--- config.mk ---
export PLATFORM = sky130hd
export DESIGN_NAME = order_uart_tx
export DESIGN_NICKNAME = d
export VERILOG_FILES = /design/src/rtl/order_uart_tx.sv
export SDC_FILE = /design/constraint.sdc
export NUM_CORES = 1
export LEC_CHECK = 0
export BUFFER_PORTS_ARGS = -buffer_cell sky130_fd_sc_hd__buf_2
export CAP_MARGIN = 20
export CORE_ASPECT_RATIO = 1.1
export CORE_MARGIN = 3
export CORE_UTILIZATION = 40
export DETAILED_ROUTE_END_ITERATION = 8
export PLACE_DENSITY = 0.63
export SLEW_MARGIN = 10
export SYNTH_ARGS = -nofsm -noshare
export SYNTH_HDL_FRONTEND = slang
export SYNTH_SLANG_ARGS = --single-unit
--- constraint.sdc ---
create_clock -name CLK -period 2.4 [get_ports CLK]
set_clock_uncertainty 0.15 [all_clocks]
set_input_delay 0.48 -clock CLK [delete_from_list [all_inputs] [get_ports CLK]]
set_output_delay 0.48 -clock CLK [all_outputs]
set_load 0.02 [all_outputs]
--- src/rtl/order_uart_tx.sv ---
// order_uart_tx: sends a 5-byte order frame (A5, side/qty, price hi, price lo, xor) as 8N1 UART.
// Fields are captured on the accepting edge; Transmit while busy is dropped and flagged.
module order_uart_tx #(
  parameter int CLKS_PER_BIT = 868
) (
  input  logic        CLK,
  input  logic        CPU_RESETN,
  input  logic        Transmit,
  input  logic        SIDE,
  input  logic [6:0]  QTY,
  input  logic [15:0] PRICE,
  output logic        UART_TXD,
  output logic        BUSY,
  output logic        DONE,
  output logic        DROPPED
);
  localparam int CW = $clog2(CLKS_PER_BIT);
  localparam logic [CW-1:0] LAST = CW'(CLKS_PER_BIT - 1);
  typedef enum logic [1:0] {IDLE, START, DATA, STOP} state_t;
  state_t state_q, state_d;
  logic [CW-1:0] baud_q, baud_d;
  logic [2:0] bit_q, bit_d, byte_q, byte_d;
  logic side_q, side_d;
  logic [6:0] qty_q, qty_d;
  logic [15:0] price_q, price_d;
  logic txd_q, txd_d, busy_q, busy_d, done_q, done_d, drop_q, drop_d;
  logic [7:0] b1, cur;
  logic tick;
  assign b1 = {side_q, qty_q};
  assign cur = byte_q == 3'd0 ? 8'hA5 :
               byte_q == 3'd1 ? b1 :
               byte_q == 3'd2 ? price_q[15:8] :
               byte_q == 3'd3 ? price_q[7:0] :
               b1 ^ price_q[15:8] ^ price_q[7:0];
  assign tick = baud_q == LAST;
  always_comb begin
    state_d = state_q;
    baud_d  = tick ? '0 : baud_q + 1'b1;
    bit_d   = bit_q;
    byte_d  = byte_q;
    side_d  = side_q;
    qty_d   = qty_q;
    price_d = price_q;
    txd_d   = txd_q;
    busy_d  = busy_q;
    done_d  = 1'b0;
    drop_d  = Transmit && state_q != IDLE;
    case (state_q)
      IDLE: begin
        baud_d = '0;
        txd_d  = 1'b1;
        busy_d = 1'b0;
        if (Transmit) begin
          state_d = START;
          txd_d   = 1'b0;
          busy_d  = 1'b1;
          byte_d  = 3'd0;
          side_d  = SIDE;
          qty_d   = QTY;
          price_d = PRICE;
        end
      end
      START: if (tick) begin
        state_d = DATA;
        bit_d   = 3'd0;
        txd_d   = cur[0];
      end
      DATA: if (tick) begin
        state_d = bit_q == 3'd7 ? STOP : DATA;
        bit_d   = bit_q + 3'd1;
        txd_d   = bit_q == 3'd7 ? 1'b1 : cur[bit_q + 3'd1];
      end
      STOP: if (tick) begin
        // last stop bit of the checksum byte closes the frame
        state_d = byte_q == 3'd4 ? IDLE : START;
        byte_d  = byte_q == 3'd4 ? 3'd0 : byte_q + 3'd1;
        txd_d   = byte_q == 3'd4;
        busy_d  = byte_q != 3'd4;
        done_d  = byte_q == 3'd4;
      end
      default: state_d = IDLE;
    endcase
  end
  always_ff @(posedge CLK or negedge CPU_RESETN) begin
    if (!CPU_RESETN) begin
      state_q <= IDLE;
      baud_q  <= '0;
      bit_q   <= 3'd0;
      byte_q  <= 3'd0;
      side_q  <= 1'b0;
      qty_q   <= 7'd0;
      price_q <= 16'd0;
      txd_q   <= 1'b1;
      busy_q  <= 1'b0;
      done_q  <= 1'b0;
      drop_q  <= 1'b0;
    end else begin
      state_q <= state_d;
      baud_q  <= baud_d;
      bit_q   <= bit_d;
      byte_q  <= byte_d;
      side_q  <= side_d;
      qty_q   <= qty_d;
      price_q <= price_d;
      txd_q   <= txd_d;
      busy_q  <= busy_d;
      done_q  <= done_d;
      drop_q  <= drop_d;
    end
  end
  assign UART_TXD = txd_q;
  assign BUSY     = busy_q;
  assign DONE     = done_q;
  assign DROPPED  = drop_q;
endmodule

==> reports/results.ini <==
[status]
status=completed

[final_layout]
area_growth_pct=14.2
finalNonFillerCells=374
drive_gt1_share_pct=29.3
mostFrequentLayoutCell=dfrtp_1
diodes=0
fillCellCount=609
fin_nets=332
multi_input_area_sq_mm=0.00143
seq_area_sq_mm=0.00115
final_cell_mix=dfrtp_1, buf_2, mux2_2, nor2_1, nand2_1

[floorplan]
die_h_um=91.7
core_sq_mm=0.00631
die_w_um=83.9
io_pins=31
dieArea_sq_mm=0.00770
start_util_pct=42.4
placementRows=30

[grt]
antenna_found_initial=0
grtUsageMet1_pct=19.3
track_usage_pct=14.8
globalRouteMet3Util_pct=3.50
grt_max_degree=47
grt.overflow.total=0
busiest_layer=met2
grt_pass1_wl_mm=9.36
grt_pass1_vias=2005
met2_usage_pct=24.1

[cts]
clockRootBuffer=clkbuf_8
ctsHoldBuffers=0
cts.sink_count=46
clkLatencyLatePin_ns=0.30
post_cts_buffers=0
cts_resized=0
numCtsBuffers=5
cts_buffer_depth=2
htreeDepth=2
clk_pin_slew_ns=0.08
cts_tree=built

[critical_path]
arrival_ns=2.38
timing.rr.start=byte_q[0]$_DFFE_PN0P_
worst_ep_required_time_ns=2.48
crit_path_start=byte_q[0]$_DFFE_PN0P_
endpoint=UART_TXD$_DFFE_PN1P_
cp-end-kind=flip-flop
crit_type=flip-flop to flip-flop
r2r_cells=7
r2r-end=UART_TXD$_DFFE_PN1P_
critPathLaunchType=flip-flop
r2r_setup_slack_ns=0.10
cp_max_fo=6

[run]
maxCapViolations=0

[timing]
finalMaxSlewViolations=0
hold_viol_final=0
tns_ns=0
finalSetupViolations=0
worstMarginPinSlew_ns=0.593
max_freq_ghz=0.435
slew_headroom_pct=60.5
min_period_ns=2.30
rsz0062_at_grt=false
final.period_utilization_pct=95.8

[synthesis]
ys_ff_latch=46
ys_types=56
synth-xor-area-share_pct=4.92
synth_mux_area_share_pct=12.0
synth_compound_area_share_pct=15.9
syn_area_sq_mm=0.00267
yosys_warnings=0
yosysSeqAreaShare_pct=43.1
yosys.area_share.simple_pct=14.1
netlist_instances=256
syn_nets=295
synth_top_family_by_area=compound AO/OA/AOI/OAI gates
synthFlopType=dfrtp_1
synthAdderAreaFrac_pct=5.62
async_flop_share_pct=100
syn_avg_cell_area_sq_um=10.4
synth_edf_count=0

[power_and_ir_drop]
p_leak_nw=1.41
ir_drop_mv=0.269
power_density_mw_per_mm2=425

[routing]
drc_errors=0
wirelength_mm=5.22
routedWlPerCell_um=14.0
drtIter0Drc=108
first_pass_iters=4
drtAntennaViolNets=0
vias_per_cell=5.32
dr_total_vias=1989

[placement]
dp_hpwl_mm=3.92
dpl.cell_count=366
portBuffers=30
gp_congestion=0.804

[min_path]
hp-class=input port to asynchronous set/reset pin

==> flip-flops by register name, summed over array words and instances, names as in the netlist, 2 cells and up <==
signal,count
qty_q,7
baud_q,10
byte_q,3
state_q,2
price_q,16
bit_q,3
==> layout make-up <==
| type | instances | area share [%] |
|---|---|---|
| inverter | 14 | 1.72 |
| multi-input combinational | 186 | 46.9 |
| clock inverter | 1 | 0.164 |
| timing repair buffer | 40 | 7.38 |
| clock buffer | 7 | 2.83 |
| tap | 80 | 3.28 |
| sequential | 46 | 37.8 |
==> worst min path at each step <==
stage | start | slack [ns] | depth (start not counted) | end
2_1_floorplan | CPU_RESETN | 0.03 | 0 | BUSY$_DFFE_PN0P_
3_3_place_gp | baud_q[0]$_DFF_PN0_ | 0.32 | 1 | baud_q[0]$_DFF_PN0_
3_5_place_dp | baud_q[0]$_DFF_PN0_ | 0.33 | 1 | baud_q[0]$_DFF_PN0_
4_1_cts | CPU_RESETN | 0.13 | 2 | qty_q[2]$_DFFE_PN0P_
5_1_grt | CPU_RESETN | 0.16 | 2 | qty_q[2]$_DFFE_PN0P_
6_report | CPU_RESETN | 0.10 | 2 | price_q[2]$_DFFE_PN0P_
==> cells by family after synthesis <==
family	Yosys count
adder cells (fa/ha/maj)	12
flip-flops	46
AO/OA/AOI/OAI	56
XOR/XNOR	15
AND/OR/NAND/NOR	74
multiplexers	29
buffers and inverters	24
==> synthesized netlist by cell type, types with 3 or more instances <==
cell type,instances,area (sq um)
o21a_1,3,22.5
o211a_1,3,30.0
nand2b_1,4,25.0
clkbuf_1,4,15.0
a21oi_1,7,35.0
nand3_1,5,25.0
mux2_2,25,282
nand2_1,14,52.6
nor2_1,22,82.6
or3_1,3,18.8
ha_1,12,150
o21ai_0,13,65.1
nor3_1,7,35.0
a21boi_0,3,22.5
nor4_1,5,31.3
xnor2_1,13,114
mux2i_1,4,40.0
a31oi_1,4,25.0
dfrtp_1,45,1130
nor2b_1,4,25.0
inv_1,14,52.6
==> report_power, final <==
group | total (mW) | internal, mW | switching (mW) | leakage [nW]
logic | 0.0390 | 0.0168 | 0.0222 | 0.756
registers | 0.775 | 0.775 | 0.000134 | 0.607
clock network | 0.484 | 0.233 | 0.251 | 0.0482
total | 1.30 | 1.02 | 0.274 | 1.41
==> metal layers <==
metal / routed length [um] / share of wire (%)
met5: 0 / 0
met4: 60 / 1.1
met3: 209 / 4.0
met2: 2470 / 47
met1: 2480 / 47
==> through the flow <==
stage                     worst slack [ns]  hold WS, ns  total power [mW]  area (sq um)  util, %
after floorplan                      0.137       0.0344             0.794          2670        -
after global placement               0.108        0.322             0.831          2940     46.6
after detailed placement            0.0615        0.332             0.832          2940     46.6
after CTS                           0.0352        0.132              1.32          3030     48.0
after global routing               0.00880        0.157              1.36          3050     48.4
final                                0.102        0.105              1.30          3050     48.4
==> critical path, cell delays in order, from the launching register on <==
cell and delay [ns]:
dfrtp_1 0.44, ha_1 0.23, ha_2 0.21, o211a_2 0.29
a2111oi_4 0.34, nor4_1 0.08, a221o_1 0.32, a21bo_1 0.19
Power figures use the tool's default switching activity.
